<file path="src/rtl/boot_run_sequencer.sv">
// Run-control sequencer: latches boot straps, sequences the SoC reset and optional
// firmware preload, then supervises the run until an exit or a watchdog timeout.
module boot_run_sequencer #(
    parameter int RESET_WAIT_CYCLES = 50,
    parameter bit JTAG_DPI          = 1'b0,
    parameter int CNT_W             = 32
) (
    input  logic             clk_i,
    input  logic             rst_ni,
    input  logic             start_i,
    input  logic             boot_select_i,
    input  logic             execute_from_flash_i,
    input  logic             load_done_i,
    input  logic             exit_valid_i,
    input  logic [31:0]      exit_value_i,
    input  logic [CNT_W-1:0] maxcycles_i,
    output logic             soc_rst_no,
    output logic             boot_select_o,
    output logic             execute_from_flash_o,
    output logic             load_req_o,
    output logic             exit_loop_o,
    output logic             done_o,
    output logic             pass_o,
    output logic             timeout_o,
    output logic [31:0]      exit_code_o,
    output logic [CNT_W-1:0] cycle_cnt_o,
    output logic [2:0]       state_o
);

    typedef enum logic [2:0] {
        S_IDLE      = 3'd0,
        S_RST_HOLD  = 3'd1,
        S_POST_WAIT = 3'd2,
        S_LOAD      = 3'd3,
        S_EXIT_LOOP = 3'd4,
        S_RUN       = 3'd5,
        S_DONE      = 3'd6
    } state_t;

    localparam logic [31:0]      WAIT_LAST = 32'(RESET_WAIT_CYCLES - 1);
    localparam logic [CNT_W-1:0] CNT_ONE   = {{(CNT_W-1){1'b0}}, 1'b1};
    localparam logic [CNT_W-1:0] CNT_MAX   = {CNT_W{1'b1}};

    state_t            r_state;
    state_t            w_nextState;
    logic [31:0]       r_waitCnt;
    logic [31:0]       w_waitCntNext;

    logic              r_socRstN;
    logic              r_bootSel;
    logic              r_execFlash;
    logic              r_loadReq;
    logic              r_exitLoop;
    logic              r_done;
    logic              r_pass;
    logic              r_timeout;
    logic [31:0]       r_exitCode;
    logic [CNT_W-1:0]  r_cycleCnt;

    logic              w_bootSelNext;
    logic              w_execFlashNext;
    logic              w_doneNext;
    logic              w_passNext;
    logic              w_timeoutNext;
    logic [31:0]       w_exitCodeNext;
    logic [CNT_W-1:0]  w_cycleCntNext;

    logic              w_startOk;
    logic              w_waitDone;
    logic              w_wdExpired;
    logic              w_exitTaken;

    assign w_startOk   = start_i && ((r_state == S_IDLE) || (r_state == S_DONE));
    assign w_waitDone  = (r_waitCnt == WAIT_LAST);
    assign w_wdExpired = (maxcycles_i != '0) && (r_cycleCnt >= maxcycles_i);
    assign w_exitTaken = (r_state == S_RUN) && exit_valid_i;

    always_ff @(posedge clk_i or negedge rst_ni) begin
        if (!rst_ni) begin
            r_state   <= S_IDLE;
            r_waitCnt <= '0;
        end else begin
            r_state   <= w_nextState;
            r_waitCnt <= w_waitCntNext;
        end
    end

    // Watchdog takes priority everywhere except over an exit seen in RUN.
    always_comb begin
        w_nextState = r_state;
        case (r_state)
            S_IDLE:      if (start_i) w_nextState = S_RST_HOLD;
            S_RST_HOLD:  if (w_waitDone) w_nextState = S_POST_WAIT;
            S_POST_WAIT: begin
                if (w_wdExpired)
                    w_nextState = S_DONE;
                else if (w_waitDone)
                    w_nextState = (!r_bootSel && !JTAG_DPI) ? S_LOAD : S_RUN;
            end
            S_LOAD: begin
                if (w_wdExpired)      w_nextState = S_DONE;
                else if (load_done_i) w_nextState = S_EXIT_LOOP;
            end
            S_EXIT_LOOP: w_nextState = w_wdExpired ? S_DONE : S_RUN;
            S_RUN:       if (exit_valid_i || w_wdExpired) w_nextState = S_DONE;
            S_DONE:      if (start_i) w_nextState = S_RST_HOLD;
            default:     w_nextState = S_IDLE;
        endcase
    end

    always_comb begin
        w_waitCntNext = '0;
        if (!w_startOk && ((r_state == S_RST_HOLD) || (r_state == S_POST_WAIT)))
            w_waitCntNext = w_waitDone ? '0 : r_waitCnt + 32'd1;
    end

    always_comb begin
        w_bootSelNext   = r_bootSel;
        w_execFlashNext = r_execFlash;
        w_doneNext      = r_done;
        w_passNext      = r_pass;
        w_timeoutNext   = r_timeout;
        w_exitCodeNext  = r_exitCode;
        w_cycleCntNext  = r_cycleCnt;
        if (w_startOk) begin
            w_bootSelNext   = boot_select_i;
            w_execFlashNext = boot_select_i & execute_from_flash_i;
            w_doneNext      = 1'b0;
            w_passNext      = 1'b0;
            w_timeoutNext   = 1'b0;
            w_exitCodeNext  = '0;
            w_cycleCntNext  = '0;
        end else begin
            if (w_exitTaken) begin
                w_exitCodeNext = exit_value_i;
                w_passNext     = (exit_value_i == 32'd0);
                w_doneNext     = 1'b1;
            end else if ((w_nextState == S_DONE) && (r_state != S_DONE)) begin
                w_timeoutNext = 1'b1;
                w_doneNext    = 1'b1;
                w_passNext    = 1'b0;
            end
            if (r_socRstN && (r_state != S_DONE) && (r_cycleCnt != CNT_MAX))
                w_cycleCntNext = r_cycleCnt + CNT_ONE;
        end
    end

    // Pin-level outputs are registered from the next state so they line up with state_o.
    always_ff @(posedge clk_i or negedge rst_ni) begin
        if (!rst_ni) begin
            r_socRstN   <= 1'b0;
            r_loadReq   <= 1'b0;
            r_exitLoop  <= 1'b0;
            r_bootSel   <= 1'b0;
            r_execFlash <= 1'b0;
            r_done      <= 1'b0;
            r_pass      <= 1'b0;
            r_timeout   <= 1'b0;
            r_exitCode  <= '0;
            r_cycleCnt  <= '0;
        end else begin
            r_socRstN   <= (w_nextState != S_IDLE) && (w_nextState != S_RST_HOLD);
            r_loadReq   <= (w_nextState == S_LOAD);
            r_exitLoop  <= (w_nextState == S_EXIT_LOOP);
            r_bootSel   <= w_bootSelNext;
            r_execFlash <= w_execFlashNext;
            r_done      <= w_doneNext;
            r_pass      <= w_passNext;
            r_timeout   <= w_timeoutNext;
            r_exitCode  <= w_exitCodeNext;
            r_cycleCnt  <= w_cycleCntNext;
        end
    end

    assign soc_rst_no           = r_socRstN;
    assign boot_select_o        = r_bootSel;
    assign execute_from_flash_o = r_execFlash;
    assign load_req_o           = r_loadReq;
    assign exit_loop_o          = r_exitLoop;
    assign done_o               = r_done;
    assign pass_o               = r_pass;
    assign timeout_o            = r_timeout;
    assign exit_code_o          = r_exitCode;
    assign cycle_cnt_o          = r_cycleCnt;
    assign state_o              = r_state;

endmodule

</file>
<file path="config.mk">
export PLATFORM = sky130hd
export DESIGN_NAME = boot_run_sequencer
export DESIGN_NICKNAME = d
export VERILOG_FILES = /design/src/rtl/boot_run_sequencer.sv
export SDC_FILE = /design/constraint.sdc
export NUM_CORES = 1
export LEC_CHECK = 0
export CAP_MARGIN = 5
export CELL_PAD_IN_SITES_DETAIL_PLACEMENT = 1
export CELL_PAD_IN_SITES_GLOBAL_PLACEMENT = 2
export CORE_MARGIN = 2
export CORE_UTILIZATION = 30
export DETAILED_ROUTE_END_ITERATION = 7
export PLACE_DENSITY_LB_ADDON = 0.3
export SKIP_LAST_GASP = 1
export SLEW_MARGIN = 15
export SYNTH_ARGS = -nofsm -noshare
export SYNTH_HDL_FRONTEND = slang
export SYNTH_SLANG_ARGS = --single-unit
export TNS_END_PERCENT = 5
</file>
<file path="constraint.sdc">
create_clock -name clk_i -period 2.6 [get_ports clk_i]
set_input_delay 0.26 -clock clk_i [delete_from_list [all_inputs] [get_ports clk_i]]
set_output_delay 0.26 -clock clk_i [all_outputs]
set_load 0.02 [all_outputs]
</file>
Word-level counts from Yosys, hierarchy flattened
Cells that the tools add are included.

Add/subtract/negate cells: 2. Magnitude comparators: 1. Equality and inequality tests: 14. Multiplexer cells: 24. Bitwise operators: 1. Reductions and logical operators: 22.

Operators by type and width (count): two-way mux 32 bit (6); adder 32 x 1 -> 32 bit (second input constant) (2); == test 32 x 6 -> 1 bit (second input constant) (1); >= comparator 32 bit (1); zero test 32 bit (1); != test 32 bit (second input constant) (1); nonzero test 32 bit (1); two-way mux 3 bit (8); case mux 3 bit (6 select lines) (1); == test 3 bit (second input constant) (5); == test 3 x 2 -> 1 bit (second input constant) (3); logical AND 1 bit (8); two-way mux 1 bit (8); nonzero test 2 bit (3); nonzero test 3 bit (2); == test 3 x 1 -> 1 bit (second input constant) (1); zero test 3 bit (1); logical OR 1 bit (3); != test 3 x 1 -> 1 bit (second input constant) (1); != test 3 bit (second input constant) (1); two-way mux 2 bit (1); != test 2 bit (second input constant) (1); AND reduction 2 bit (1); OR reduction 2 bit (1); other kinds (2) (2).

Bits in registers: 107. Output and inout bits: 75. Word-level logic and storage cells: 76.

Depth between registers and ports, before layout
Gate-level depths: netlist of run 1.

Depth after elaboration: 10. Depth in mapped cells: 11.

Worst setup path before layout of run 1
No wires, ideal clock.

Path type: reg2reg. From: reg r_cycleCnt[0], in the netlist cycle_cnt_o[0]. To: reg r_socRstN, in the netlist soc_rst_no. Setup time: 0.127 ns. Arrival: 2.380 ns. Slack: 0.092 ns. Stages on the path, launching flop included: 11. Path buffers: 0. Clock period less this slack: 2.508 ns. Cells stage by stage: dfrtp_1 > inv_1 > ha_1 > nand2b_1 > a2111oi_0 > o32ai_1 > o211ai_1 > a21boi_0 > a21boi_1 > inv_1 > or2_2.

Cells in the longest elaborated chain, start to end: 7. Elaborated cells on any way between the ends: 11. Classes of those cells: 1 x order compare; 1 x eq/ne; 5 x mux; 4 x reduce/logical.

RTL lines: start, declared (line 58) `logic [CNT_W-1:0] r_cycleCnt;`; start signal, assigned (line 171) `r_cycleCnt <= w_cycleCntNext;`; >= comparator 32 bit * (line 75) `assign w_wdExpired = (maxcycles_i != '0) && (r_cycleCnt >= maxcycles_i);`; logical AND 1 bit * (line 75); logical OR 1 bit (line 105) `S_RUN: if (exit_valid_i || w_wdExpired) w_nextState = S_DONE;`; two-way mux 3 bit (line 105); case mux 3 bit (6 select lines) * (line 91) `case (r_state)`; net w_nextState[1] (line 45) `state_t w_nextState;`; != test 3 x 1 -> 1 bit or nonzero test 3 bit (tied branches) (line 162) `r_socRstN <= (w_nextState != S_IDLE) && (w_nextState != S_RST_HOLD);`; logical AND 1 bit * (line 162); end signal, assigned (line 162); end, declared (line 49) `logic r_socRstN;`.

The timed path passes the listed nets; every way through them passes the cells marked *. A chain may end at the register's enable or synchronous reset.

Worst setup path in the final report of run 1
From: in maxcycles_i[10]. To: reg r_pass, in the netlist pass_o.

Cells in the longest elaborated chain, start to end: 8. Elaborated cells on any way between the ends: 12. Classes of those cells: 1 x order compare; 1 x eq/ne; 5 x mux; 5 x reduce/logical.

RTL lines: start, declared (line 16) `input logic [CNT_W-1:0] maxcycles_i,`; >= comparator 32 bit or nonzero test 32 bit (tied branches) (line 75); logical AND 1 bit * (line 75); logical OR 1 bit (line 105); two-way mux 3 bit (line 105); case mux 3 bit (6 select lines) * (line 91); net w_nextState[1] (line 45); == test 3 bit * (line 138) `end else if ((w_nextState == S_DONE) && (r_state != S_DONE)) begin`; logical AND 1 bit * (line 138); nonzero test 3 bit (no line) *; end signal, assigned (line 168) `r_pass <= w_passNext;`; end, declared (line 55) `logic r_pass;`.

Marked as above.

==> flow_results.org, run 1 <==
** Outcome
- Status :: finished, final reports clean

** Floorplanning
- The die is 147.1 µm wide.
- For this design the top-level I/O count stands at 146.
- The initial utilization of the core area, before any placement, comes to 0.3044.
- Height of the die :: 147.1 µm
- The floorplan has 52 rows.
- In this run the standard cell core region covers 20170 µm².
- The die covers 21630 µm².

** Routing
- After detailed routing, the number of remaining DRC violations is 0.
- The routed layout has 5792 vias.
- Routed wire length per instance :: 17.06 µm
- The final layout contains routed wiring with a total length of 19820 µm.
- Remaining number of nets flagged by the antenna check after routing :: 0
- Vias per cell :: 4.985
- Iter 0 DRT Violations :: 227
- Initial DRT Pass Iterations :: 4

** Clocking
- Clock tree from TritonCTS :: built
- CTS placed an instance of sky130_fd_sc_hd__clkbuf_16 at the clock tree root.
- Inserted Clock Buffers :: 9
- Clock Pin Slew Worst Setup and Hold Paths :: 0.08 ns
- Counting every sink on the clock net gives 107.
- Max clock buf depth :: 2
- Insertion delay to the later sink of the worst-skew pair :: 0.36 ns
- H-tree depth :: 3

** GRT
- Global routing usage summed across all routing layers :: 0.1884
- The number of antenna violations at the first check in global routing was 0.
- Number of global-route vias before repair :: 6282
- Total overflow reported by the global router :: 0
- Maximum number of pins on one net before global-route repair :: 108
- The first global-routing pass estimated 32830 µm of wire.

** Pwr
- Summed over all cells, the static leakage comes to 4.055 nW.
- Of the total power, combinational logic draws 0.260.
- VDD sags by at most 0.3539 mV.
- Switching Share :: 0.3265
- Power density over the cells :: 498.6 nW/µm²
- Psw :: 1.419 mW
- Internal power consumption :: 2.927 mW
- The share of total power dissipated in sequential elements is 0.431.
- Portion of total power attributed to the clock network :: 0.309

** Critical path
- Data on the critical path is required at its endpoint by 2.84 ns.
- In this run the worst path has a maximum fanout of 3.
- Worst r2r src :: cycle_cnt_o[11]
- Setup Crit Path Kind :: in -> reg
- Path depth of the worst reg2reg path :: 11
- The worst register-to-register path ends at pass_o.
- STA classifies the critical path startpoint as an input port.
- In this run the register-to-register setup slack is 0.06 ns.
- Critical path endpoint category :: flop
- At the worst endpoint, the arrival time is 2.81 ns.

** Yosys
- The compound-gate portion of the synthesized area is 0.06990.
- Synthesis produced a netlist with a net count of 788.
- In the synthesized netlist, the number of instances is 682.
- For this run, the register share of the synthesized area comes to 0.4361.
- Area share of the largest cell type after synthesis :: 0.4361
- Counting instances in the post-synthesis netlist gives the leading cell types as sky130_fd_sc_hd__dfrtp_1 (107), sky130_fd_sc_hd__nand2_1 (107), sky130_fd_sc_hd__nor2_1 (72).
- Yosys attributes the largest share of cell area to sky130_fd_sc_hd__dfrtp_1 (44%), sky130_fd_sc_hd__ha_1 (7.1%), sky130_fd_sc_hd__nand2_1 (6.5%).
- Largest area contributor in the netlist :: sky130_fd_sc_hd__dfrtp_1
- Number of flip-flops and latches in the synthesized netlist :: 107
- Post-synthesis share of cell area spent on xor and xnor gates :: 0.08131
- Synth warn :: 0
- The synthesized design contains 0 enable-type register cells.
- Post-synthesis average cell area :: 9.002 µm²
- Simple-gate area share of the yosys netlist :: 0.2965
- Dominant register cell in the synthesized netlist :: sky130_fd_sc_hd__dfrtp_1
- Total standard cell area after synthesis :: 6140 µm²
- Post-synthesis share of cell area spent on full adders, half adders and majority gates :: 0.07133
- Post-synthesis mux area share :: 0.001630
- The netlist uses 62 different library cells.
- After synthesis, the largest family of logic cells by area is simple AND/OR/NAND/NOR gates.
- Post-synth ARST share :: 1.000

** Finish
- The net count of the finished layout is 993.
- Count of antenna diodes in the layout :: 0
- Storage element area :: 2678 µm²
- The multi-input combinational cells in the finished layout cover a total of 3242 µm².
- Fill cells in the final layout number 2363.
- Non-Filler Instances :: 1162
- The area growth from synthesis to layout is 41.96%.
- Of the cells placed in the final design, the portion with a size suffix greater than 1 is 0.1345.

** Timing
- The number of hold-slack violations in the final timing report was 0.
- In the finished design, the share of the clock period the worst path needs comes to 0.9884.
- For the pin with the worst max-slew slack, the measured transition is 0.6407 ns.
- Setup violations remaining at the end of the flow were counted as 0.
- Worst slew margin :: 0.5728
- Maximum clock frequency :: 0.3891 GHz
- The final number of max-transition violations was 0.
- Clock skew on the completed layout was measured at 0.01041 ns.
- Final hold slack :: 0.4475 ns
- Setup repair after global routing could not meet its margin everywhere.
- The smallest clock period supported by the final layout is computed as 2.570 ns.
- Setup slack after layout :: 0.03018 ns

** Placed design
- Gp weighted congestion :: 0.8757
- Once detailed placement completed, the half-perimeter wirelength came to 15400 µm.
- Placed Cells incl. Taps :: 1143
- At the placement stage, the worst setup path has a slack of -0.4451 ns.
- I/O Buffers :: 145

** Job
- Count of max-cap constraint violations :: 0

** Hold path
- Worst hold path stage count :: 3
- In this run the most critical hold path is launched from execute_from_flash_i.
- The worst hold path terminates at execute_from_flash_o.
- Path type of the worst min-delay path :: in -> reg
[power by group through the flow]
stage | clock network (mW) | logic [mW] | registers (mW)
after floorplan | 0 | 0.455 | 1.99
after CTS | 1.39 | 1.15 | 1.88
after global placement | 0 | 1.10 | 1.90
after global routing | 1.46 | 1.25 | 1.89
after detailed placement | 0 | 1.14 | 1.91
final | 1.34 | 1.13 | 1.87
[flip-flops by register name, indices dropped and copies added, names as in the netlist]
name and cells:
soc_rst_no 1, load_req_o 1, done_o 1, execute_from_flash_o 1
exit_loop_o 1, cycle_cnt_o 32, boot_select_o 1, r_waitCnt 32
state_o 3, pass_o 1, exit_code_o 32, timeout_o 1
[routing by layer]
metal  GRT usage  vias to the layer above  part of all wire
li1            -                     2774                 -
met1      0.2291                     2851              0.42
met2      0.3325                      130              0.50
met3     0.03261                       37             0.044
met4     0.07308                        0             0.029
met5           0                        -                 0
[cells by family (layout without fill, tap and decap cells)]
kind of cell    Yosys count  in the layout
flops                   107            107
xor+xnor                 57             57
fa+ha+maj                35             35
buf+inv                  65            275
mux                       1              1
simple gates            353            353
compound gates           64             64
[cell type report]
| type | instances | area share |
|---|---|---|
| multi-input cells | 510 | 0.3719 |
| flip-flops and latches | 107 | 0.3072 |
| repair buffers | 217 | 0.2314 |
| well taps | 270 | 0.03876 |
| clock buffers | 9 | 0.02584 |
| inverters | 42 | 0.01809 |
| clock inverters | 7 | 0.006747 |
[metrics by stage]
stage | utilization | total power [mW] | cell area [µm²] | TNS, ns
finish | 0.4321 | 4.346 | 8716 | 0
global route | 0.4321 | 4.611 | 8716 | -0.1495
CTS | 0.4304 | 4.421 | 8681 | -0.04322
detailed placement | 0.4151 | 3.050 | 8372 | -2.371
global placement | 0.4151 | 3.007 | 8372 | -1.725
floorplan | - | 2.442 | 6140 | 0
[worst max-delay path: stages]
cell                              delay [ns]
sky130_fd_sc_hd__clkdlybuf4s50_1        0.48
sky130_fd_sc_hd__inv_1                  0.05
sky130_fd_sc_hd__ha_1                   0.29
sky130_fd_sc_hd__and4_1                 0.25
sky130_fd_sc_hd__o211ai_1               0.10
sky130_fd_sc_hd__o32ai_1                0.24
sky130_fd_sc_hd__o211ai_1               0.12
sky130_fd_sc_hd__buf_4                  0.17
sky130_fd_sc_hd__a21boi_2               0.18
sky130_fd_sc_hd__a21boi_2               0.08
sky130_fd_sc_hd__inv_1                  0.11
sky130_fd_sc_hd__o2111ai_2              0.17
sky130_fd_sc_hd__a31o_2                 0.28
[layout by cell type, fill, tap and decap left out, drive strengths merged, types with 2 or more instances in the layout]
| master | Yosys | final |
|---|---|---|
| or2 | 2 | 2 |
| a21oi | 25 | 25 |
| a21boi | 2 | 2 |
| nand3 | 57 | 57 |
| or4 | 2 | 2 |
| nor4 | 30 | 30 |
| o21a | 2 | 2 |
| o211ai | 3 | 3 |
| ha | 35 | 35 |
| a2111oi | 2 | 2 |
| dfrtp | 107 | 107 |
| nand2 | 107 | 107 |
| clkinv | 0 | 3 |
| xnor2 | 30 | 30 |
| buf | 3 | 72 |
| nor3 | 11 | 11 |
| xor2 | 27 | 27 |
| and2 | 6 | 6 |
| clkbuf | 19 | 9 |
| nor2b | 3 | 3 |
| nand2b | 2 | 2 |
| and3 | 14 | 14 |
| o21ai | 17 | 17 |
| or3 | 10 | 10 |
| nor3b | 3 | 3 |
| inv | 42 | 45 |
| and4 | 13 | 13 |
| nor2 | 72 | 72 |
| nand4 | 18 | 18 |
| clkdlybuf4s50 | 0 | 144 |
[worst max path at each step]
stage | start | to | slack (ns)
floorplan | cycle_cnt_o[0] | soc_rst_no | 0.09
detailed placement | maxcycles_i[0] | timeout_o | -0.45
global placement | maxcycles_i[0] | soc_rst_no | -0.33
CTS | cycle_cnt_o[0] | soc_rst_no | -0.02
global route | maxcycles_i[14] | pass_o | -0.12
finish | maxcycles_i[10] | pass_o | 0.03
[what timing repair did]
item	4_1_cts	5_1_grt
pin swaps	2	4
hold buffers	1	0
gates resized for setup	3	6
setup endpoints to repair	4	7
hold endpoints to repair	1	0
setup buffers	1	1
Note: power is estimated with default switching activity, not from simulation.
==> inputs of run 2 (changes only) <==
clock period = 2.5 ns   (was 2.6 ns; I/O delays follow)
==> run 2 against run 1 <==
Net effect: global-route usage grew 0.38 points; die area is the same; first-iteration DRC count shrank 4.8%; worst hold slack gained 0.012 ns; highest routed layer unchanged; register-to-register slack is essentially flat; routed wire length grew 3.9%; core utilization grew 1.1 points; clock power grew 14%; largest cell class unchanged.
==> flow_results.org, run 2 (synthesis results as in run 1) <==
** Finish
- Final Cell Area :: 8946 µm² (was 8716 µm²)
- Count of antenna diodes in the layout :: 0 (unchanged)
- The fill cell instance count of the final layout is 2348 (was 2363).
- The final cell utilization of the core was 0.4435 (was 0.4321).
- The post-route non-filler standard cell count is 1171 (was 1162).
- The total number of nets in the final design is 1003 (was 993).
- Proportion of layout cells with a drive suffix above 1 :: 0.1587 (was 0.1345)
- Most common cell after layout, fill and taps aside :: sky130_fd_sc_hd__clkdlybuf4s50_1 (unchanged)
- The area added between synthesis and finish came to 45.71% (was 41.96%).
- Top library cells by usage in the layout, fill and taps aside: sky130_fd_sc_hd__clkdlybuf4s50_1 (140), sky130_fd_sc_hd__nand2_1 (107), sky130_fd_sc_hd__dfrtp_1 (106) (was sky130_fd_sc_hd__clkdlybuf4s50_1 (144), sky130_fd_sc_hd__nand2_1 (107), sky130_fd_sc_hd__dfrtp_1 (107)).

** Clocking
- The later-pin clock latency in the skew report came to 0.35 ns (was 0.36 ns).
- The TritonCTS clock tree is built (unchanged).
- Number of sinks driven by the clock tree :: 107 (unchanged)
- The clock root buffer was sky130_fd_sc_hd__clkbuf_16 (unchanged).
- Inserted Clock Buffers :: 9 (unchanged)
- The maximum count of clock buffers along a single path was 2 (unchanged).
- H-tree depth :: 3 (unchanged)
- The clock input transition at the sequential cells of the worst setup and hold paths was 0.07 ns (was 0.08 ns).

** Critical path
- The slowest library cell on the worst path is sky130_fd_sc_hd__clkdlybuf4s50_1 (unchanged).
- Setup Crit Path Kind :: in -> reg (unchanged)
- Most common cell type on the critical path :: sky130_fd_sc_hd__buf_4
- Critical path origin :: maxcycles_i[29] (was maxcycles_i[10])
- Cell-by-cell trace of the critical path :: clkdlybuf4s50_1 -> buf_4 -> nor4_2 -> buf_4 -> nand4_1 -> or2_2 -> a311oi_2 -> a31oi_4 -> buf_4 -> and3_1 (was clkdlybuf4s50_1 -> inv_1 -> ha_1 -> and4_1 -> o211ai_1 -> o32ai_1 -> o211ai_1 -> buf_4 -> a21boi_2 -> a21boi_2 -> inv_1 -> o2111ai_2 -> a31o_2)
- Crit path largest cell delay :: 0.45 ns (was 0.48 ns)
- Worst r2r src :: cycle_cnt_o[0] (was cycle_cnt_o[11])
- The biggest fanout along the worst timing path came to 3 (unchanged).
- Critical path endpoint category :: flop (unchanged)
- The required time reported for the critical path endpoint was 2.74 ns (was 2.84 ns).
- The arrival time of data at the critical path endpoint is 2.70 ns (was 2.81 ns).
- Crit path launch type :: input port (unchanged)

** Timing
- Min Tclk post-route :: 2.459 ns
- The worst setup margin came to 0.04131 ns (was 0.03018 ns).
- RSZ-0062 raised after global routing: true (unchanged).
- The final number of max-transition violations came to 0 (unchanged).
- The maximum clock skew at final layout is 0.006967 ns (was 0.01041 ns).
- Number of setup violations in the final report :: 0 (unchanged)
- The headroom to the max-slew limit is 0.5568 (was 0.5728).
- Worst slew pin tran :: 0.6648 ns (was 0.6407 ns)
- In the finished design, the share of the clock period the worst path needs comes to 0.9835.
- Hold Fails Final Rpt :: 0 (unchanged)
- Maximum clock frequency :: 0.4067 GHz
- Total negative slack :: 0 ns (unchanged)
- The smallest hold slack came to 0.4597 ns (was 0.4475 ns).

** Routing
- The number of detailed-routing iterations run before antenna repair came to 4 (unchanged).
- The detailed-route wire length per cell came to 17.59 µm (was 17.06 µm).
- Detailed Route WL :: 20590 µm (was 19820 µm)
- The number of vias per cell after detailed routing is 4.940 (was 4.985).
- Remaining number of nets flagged by the antenna check after routing :: 0 (unchanged)
- The initial detailed-routing violation count was 216 (was 227).
- The total via count in the routed design was 5785 (was 5792).
- The DRC violations left is 0 (unchanged).

** Placed design
- The post-placement cell area is 8448 µm² (was 8372 µm²).
- The number of buffer cells added on primary ports is 145 (unchanged).
- Placed Cells incl. Taps :: 1153 (was 1143)
- Detailed Place HPWL :: 15860 µm (was 15400 µm)
- The pre-CTS setup slack was -0.5592 ns (was -0.4451 ns).
- The placer's final routability congestion estimate is 0.8717 (was 0.8757).

** GRT
- Total overflow reported by the global router :: 0 (unchanged)
- The wire length of the first global-routing pass came to 33490 µm (was 32830 µm).
- The overall track demand over capacity in global routing was 0.1922 (was 0.1884).
- The via count of the first global-routing pass was 6517 (was 6282).
- The number of antenna violations at the first check in global routing is 0 (unchanged).
- Maximum number of pins on one net before global-route repair :: 45 (was 108)

** Floorplanning
- The full die area is 21630 µm² (unchanged).
- CORE AREA :: 20170 µm² (unchanged)
- Count of pins on the block boundary :: 146 (unchanged)
- The horizontal die dimension came to 147.1 µm (unchanged).
- Height of the die :: 147.1 µm (unchanged)
- The count of standard-cell rows is 52 (unchanged).
- The initial cell density of the core came to 0.3044 (unchanged).

** Pwr
- Sequential group share of total power :: 0.415 (was 0.431)
- Post-layout total power :: 4.722 mW (was 4.346 mW)
- Leak pwr :: 4.146 nW (was 4.055 nW)
- Combinational group share of total power :: 0.261 (was 0.260)
- Switching Share :: 0.3108 (was 0.3265)
- The clock share of power was 0.324 (was 0.309).
- Internal power consumption :: 3.254 mW (was 2.927 mW)
- The maximum ir drop on the vdd rail was 0.3021 mV (was 0.3539 mV).
- Psw :: 1.467 mW (was 1.419 mW)
- The power density over cell area is 527.8 nW/µm² (was 498.6 nW/µm²).

** Hold path
- Startpoint of the lowest-slack hold path :: exit_value_i[14] (was execute_from_flash_i)
- The worst min-delay path class was in -> reg (unchanged).

** Job
- Count of max-cap constraint violations :: 0 (unchanged)

** Outcome
- Status :: finished, final reports clean (unchanged)
## run 2: repair_timing
action / in CTS / in global routing
hold endpoints to repair: 40 / 0
setup buffers: 2 / 0
pin swaps: 3 / 11
endpoints found under the setup margin: 6 / 9
hold buffers: 1 / 0
gates resized for setup: 9 / 21
## run 2: power by group through the flow
stage          Sequential, mW  Clock, mW  Combinational (mW)
2_1_floorplan            2.07          0               0.473
6_report                 1.96       1.53                1.23
3_5_place_dp             1.99          0                1.22
3_3_place_gp             1.98          0                1.18
4_1_cts                  1.96       1.58                1.23
5_1_grt                  1.97       1.65                1.36
## run 2: final cells by class
class | instances | area, µm² | share of cell area
well taps | 270 | 337.8 | 0.03776
flip-flops and latches | 107 | 2679 | 0.2994
clock inverters | 5 | 78.83 | 0.008811
repair buffers | 227 | 2102 | 0.2350
multi-input cells | 510 | 3362 | 0.3758
inverters | 42 | 157.7 | 0.01762
clock buffers | 10 | 229.0 | 0.02559
## run 2: path summary, 6_finish.rpt
| path | cells after the start | end | slack, ns |
|---|---|---|---|
| max | 10 | exit_loop_o | 0.04 |
| min | 3 | exit_code_o[14] | 0.46 |
| max reg2reg | 11 | soc_rst_no | 0.05 |
| min reg2reg | 2 | exit_code_o[30] | 0.51 |
| max in group asynchronous | 3 | cycle_cnt_o[7] | 1.26 |
| min in group asynchronous | 2 | cycle_cnt_o[9] | 0.47 |
## run 2: worst max-delay path: cells and delay by family
family / cells / cell delay (ns)
AO/OA/AOI/OAI: 2 / 0.46
buffers and inverters: 4 / 0.94
AND/OR/NAND/NOR: 4 / 1.05
## run 2: layer usage
metal	track usage	wire [µm]	up-vias
met1	0.2332	9105	2857
met4	0.05817	293	0
met5	0	0	-
met3	0.04006	819	23
met2	0.3428	10370	112
li1	-	-	2793
==> inputs of run 3 (changes only) <==
ABC_AREA = 1   (was not set)
CORE_UTILIZATION = 29   (was 30)
==> run 3 against run 2 <==
Net effect: design area hardly changed; routed wire length is 0.95% higher; sequential share of layout area hardly changed; clock skew is 0.0052 ns higher; largest power group is now combinational logic; via count is 8.5% higher; setup slack better by 0.18 ns; clock power hardly changed; highest routed layer is now met5; maximum frequency is 7.8% higher.
==> flow_results.org, run 3 <==
** Yosys
- The fraction of post-synthesis cell area in the top cell type by area came to 0.4162 (was 0.4361).
- Cells after Synth :: 811 (was 682)
- Most frequent cell after synthesis :: sky130_fd_sc_hd__nand2_1
- Post-synth ARST share :: 1.000 (unchanged)
- Number of synthesized flops with an enable pin :: 0 (unchanged)
- Proportion of synthesized chip area in sequential cells :: 0.4162 (was 0.4361)
- Net count after synthesis :: 917 (was 788)
- Largest area contributor in the netlist :: sky130_fd_sc_hd__dfrtp_1 (unchanged)
- Cell types occupying the most area after synthesis: sky130_fd_sc_hd__dfrtp_1 (42%), sky130_fd_sc_hd__nand2_1 (8.4%), sky130_fd_sc_hd__inv_1 (6.8%) (was sky130_fd_sc_hd__dfrtp_1 (44%), sky130_fd_sc_hd__ha_1 (7.1%), sky130_fd_sc_hd__nand2_1 (6.5%)).
- The distinct cell type count after synthesis is 42 (was 62).
- Commonest cells in the netlist: sky130_fd_sc_hd__nand2_1 (144), sky130_fd_sc_hd__inv_1 (117), sky130_fd_sc_hd__dfrtp_1 (107) (was sky130_fd_sc_hd__dfrtp_1 (107), sky130_fd_sc_hd__nand2_1 (107), sky130_fd_sc_hd__nor2_1 (72)).
- Total standard cell area after synthesis :: 6434 µm² (was 6140 µm²)
- Post-synthesis average cell area :: 7.933 µm² (was 9.002 µm²)
- Number of flip-flops and latches in the synthesized netlist :: 107 (unchanged)
- Synth warn :: 0 (unchanged)
- The most used flip-flop cell after synthesis is sky130_fd_sc_hd__dfrtp_1 (unchanged).

** Placed design
- The placer's final routability congestion estimate was 0.8069 (was 0.8717).
- Detailed Place HPWL :: 16660 µm (was 15860 µm)
- I/O Buffers :: 145 (unchanged)

** Pwr
- The leakage power was 4.076 nW (was 4.146 nW).
- The total chip power was 6.254 mW (was 4.722 mW).
- The sequential group share of total power came to 0.348 (was 0.415).
- Power density over the cells :: 699.4 nW/µm² (was 527.8 nW/µm²)
- Switching Share :: 0.3933 (was 0.3108)
- Psw :: 2.460 mW (was 1.467 mW)
- The design internal power is 3.794 mW (was 3.254 mW).
- Worst voltage drop across the vdd grid :: 0.3687 mV (was 0.3021 mV)
- The relative contribution of combinational cells to total power came to 0.407 (was 0.261).
- Portion of total power attributed to the clock network :: 0.245 (was 0.324)

** Floorplanning
- The full die area came to 23390 µm² (was 21630 µm²).
- The y dimension of the die came to 152.9 µm (was 147.1 µm).
- Initial cell density of the core :: 0.2948 (was 0.3044)
- Die X :: 152.9 µm (was 147.1 µm)
- The count of standard-cell rows came to 54 (was 52).
- Count of pins on the block boundary :: 146 (unchanged)
- CORE AREA :: 21820 µm² (was 20170 µm²)

** Timing
- Final hold slack :: 0.3159 ns (was 0.4597 ns)
- The number of endpoints failing setup at the final stage came to 0 (unchanged).
- Hold Fails Final Rpt :: 0 (unchanged)
- Worst slew pin tran :: 0.5899 ns (was 0.6648 ns)
- The headroom to the max-slew limit came to 0.6062 (was 0.5568).
- The summed negative setup slack over all endpoints was 0 ns (unchanged).
- Min Tclk post-route :: 2.281 ns (was 2.459 ns)
- The final number of max-transition violations was 0 (unchanged).
- The highest clock rate was 0.4384 GHz (was 0.4067 GHz).
- The final worst-path cycle share came to 0.9124 (was 0.9835).
- The maximum clock skew at final layout came to 0.01215 ns (was 0.006967 ns).

** GRT
- The via count of the first global-routing pass came to 6662 (was 6517).
- First-pass GRT wire length :: 34190 µm (was 33490 µm)
- The overall track demand over capacity in global routing came to 0.1811 (was 0.1922).
- Maximum number of pins on one net before global-route repair :: 53 (was 45)
- Number of antenna violations at the first check in global routing :: 1 (was 0)
- Total overflow reported by the global router :: 0 (unchanged)

** Finish
- Proportion of layout cells with a drive suffix above 1 :: 0.1239 (was 0.1587)
- The most common cell after layout, fill and taps aside is sky130_fd_sc_hd__clkdlybuf4s50_1 (unchanged).
- Top library cells by usage in the layout, fill and taps aside: sky130_fd_sc_hd__clkdlybuf4s50_1 (144), sky130_fd_sc_hd__nand2_1 (143), sky130_fd_sc_hd__inv_1 (117) (was sky130_fd_sc_hd__clkdlybuf4s50_1 (140), sky130_fd_sc_hd__nand2_1 (107), sky130_fd_sc_hd__dfrtp_1 (106)).
- The antenna diode count came to 0 (unchanged).
- The fill cell instance count of the final layout is 2652 (was 2348).
- The area added between synthesis and finish is 38.97% (was 45.71%).
- Final net count :: 1118 (was 1003)

** Routing
- Routed wire length per instance :: 16.03 µm (was 17.59 µm)
- Remaining number of nets flagged by the antenna check after routing :: 0 (unchanged)
- Iter 0 DRT Violations :: 210 (was 216)
- Detailed Route WL :: 20790 µm (was 20590 µm)
- The number of detailed-routing iterations run before antenna repair came to 6 (was 4).
- Vias per cell :: 4.837 (was 4.940)
- The total via count in the routed design is 6274 (was 5785).
- Total DRC errors in the routed layout :: 0 (unchanged)

** Clocking
- The TritonCTS clock tree is built (unchanged).
- Inserted Clock Buffers :: 9 (unchanged)
- Max clock buf depth :: 2 (unchanged)
- Number of sinks driven by the clock tree :: 107 (unchanged)
- Cell at the root of the clock tree :: sky130_fd_sc_hd__clkbuf_16 (unchanged)
- The buffer count from post-CTS setup fixing came to 0 (was 2).
- H-tree depth :: 3 (unchanged)
- Clock Pin Slew Worst Setup and Hold Paths :: 0.09 ns (was 0.07 ns)
- The later-pin clock latency in the skew report came to 0.37 ns (was 0.35 ns).

** Critical path
- The category of the most critical setup path was in -> reg (unchanged).
- The category of the worst setup path capture point is a flop (unchanged).
- The cell class contributing the biggest share of worst-path delay was simple AND/OR/NAND/NOR gates (unchanged).
- The total stage count of the critical path is 15 (was 10).
- The biggest fanout along the worst timing path is 6 (was 3).
- Data required time of the critical path :: 2.77 ns (was 2.74 ns)
- The biggest cell delay along the critical path is 0.54 ns (was 0.45 ns).
- The cell depth of the worst flop-to-flop path was 13 (was 11).
- The arrival time of data at the critical path endpoint is 2.55 ns (was 2.70 ns).
- Number of buffer and inverter instances along the worst setup path :: 2 (was 4)
- Crit path launch type :: input port (unchanged)
- Cell-by-cell trace of the critical path: clkdlybuf4s50_1 -> inv_1 -> ha_1 -> nand2_1 -> nor2_1 -> nand4_1 -> a21oi_1 -> nor2_1 -> nand2_1 -> nand2_2 -> or2_2 -> nand3_2 -> nand3_1 -> nand2_1 -> nand2_1 (was clkdlybuf4s50_1 -> buf_4 -> nor4_2 -> buf_4 -> nand4_1 -> or2_2 -> a311oi_2 -> a31oi_4 -> buf_4 -> and3_1).
- The library cell appearing most often on the critical path is sky130_fd_sc_hd__nand2_1 (was sky130_fd_sc_hd__buf_4).
- The slowest library cell on the worst path is sky130_fd_sc_hd__clkdlybuf4s50_1 (unchanged).

** Outcome
- Status: finished, final reports clean (unchanged).

** Job
- Count of max-cap constraint violations :: 0 (unchanged)

** Hold path
- Path type of the worst min-delay path :: in -> async (was in -> reg)
run 3: cell families after synthesis:
| group | Yosys count | synth area share |
|---|---|---|
| adder cells (fa/ha/maj) | 35 | 0.06807 |
| AO/OA/AOI/OAI | 129 | 0.1291 |
| flip-flops | 107 | 0.4162 |
| XOR/XNOR | 10 | 0.01361 |
| AND/OR/NAND/NOR | 379 | 0.2841 |
| buffers and inverters | 151 | 0.08887 |
run 3: per-stage QoR:
| step | setup WS [ns] | cells | util | cell area (µm²) |
|---|---|---|---|---|
| after CTS | 0.1304 | 1297 | 0.4096 | 8939 |
| after floorplan | 0.3978 | 811 | - | 6434 |
| final | 0.2190 | 1297 | 0.4097 | 8941 |
| after global placement | -0.1535 | 1280 | 0.3950 | 8620 |
| after detailed placement | -0.2749 | 1280 | 0.3950 | 8620 |
| after global routing | -0.008725 | 1297 | 0.4097 | 8941 |
run 3: final timing paths:
path                                 start              end  slack (ns)
max                        maxcycles_i[31]           pass_o        0.22
min                                 rst_ni  cycle_cnt_o[19]        0.32
max reg2reg                cycle_cnt_o[31]           pass_o        0.25
min reg2reg                   r_waitCnt[0]     r_waitCnt[0]        0.49
max in group asynchronous           rst_ni   exit_code_o[0]        1.40
min in group clk_i         exit_value_i[0]   exit_code_o[0]        0.48
run 3: area by class of cell:
cell class / instances / area, µm² / share of cell area
Timing Repair Buffer: 203 / 1899 / 0.2124
Inverter: 138 / 518.0 / 0.05793
Clock inverter: 7 / 83.83 / 0.009376
Multi-Input combinational cell: 553 / 3187 / 0.3564
Tap cell: 280 / 350.3 / 0.03918
Clock buffer: 9 / 225.2 / 0.02519
Sequential cell: 107 / 2678 / 0.2995
run 3: layer usage:
| layer | GRT usage | up-vias | share of wire |
|---|---|---|---|
| li1 | - | 3133 | - |
| met3 | 0.04366 | 26 | 0.053 |
| met4 | 0.05247 | 2 | 0.016 |
| met2 | 0.3088 | 120 | 0.48 |
| met1 | 0.2287 | 2993 | 0.45 |
| met5 | 0 | - | 0.00063 |
run 3: worst reg2reg max path: cells and delay by family, from the launching register on:
| kind | cells | cell delay (ns) |
|---|---|---|
| adder cells (fa/ha/maj) | 1 | 0.32 |
| AO/OA/AOI/OAI | 1 | 0.18 |
| flip-flops | 1 | 0.44 |
| AND/OR/NAND/NOR | 11 | 1.20 |
run 3: power by group through the flow:
stage               Clock, mW  Sequential, mW  Combinational [mW]
global placement            0            2.21                2.56
global route             1.63            2.22                2.82
finish                   1.53            2.18                2.54
floorplan                   0            2.46                1.07
CTS                      1.58            2.19                2.59
detailed placement          0            2.22                2.58
run 3: timing repair:
item,CTS,global route
resized for setup,0,1
hold buffers,1,0
endpoints found under the setup margin,0,4
hold endpoints to repair,19,0
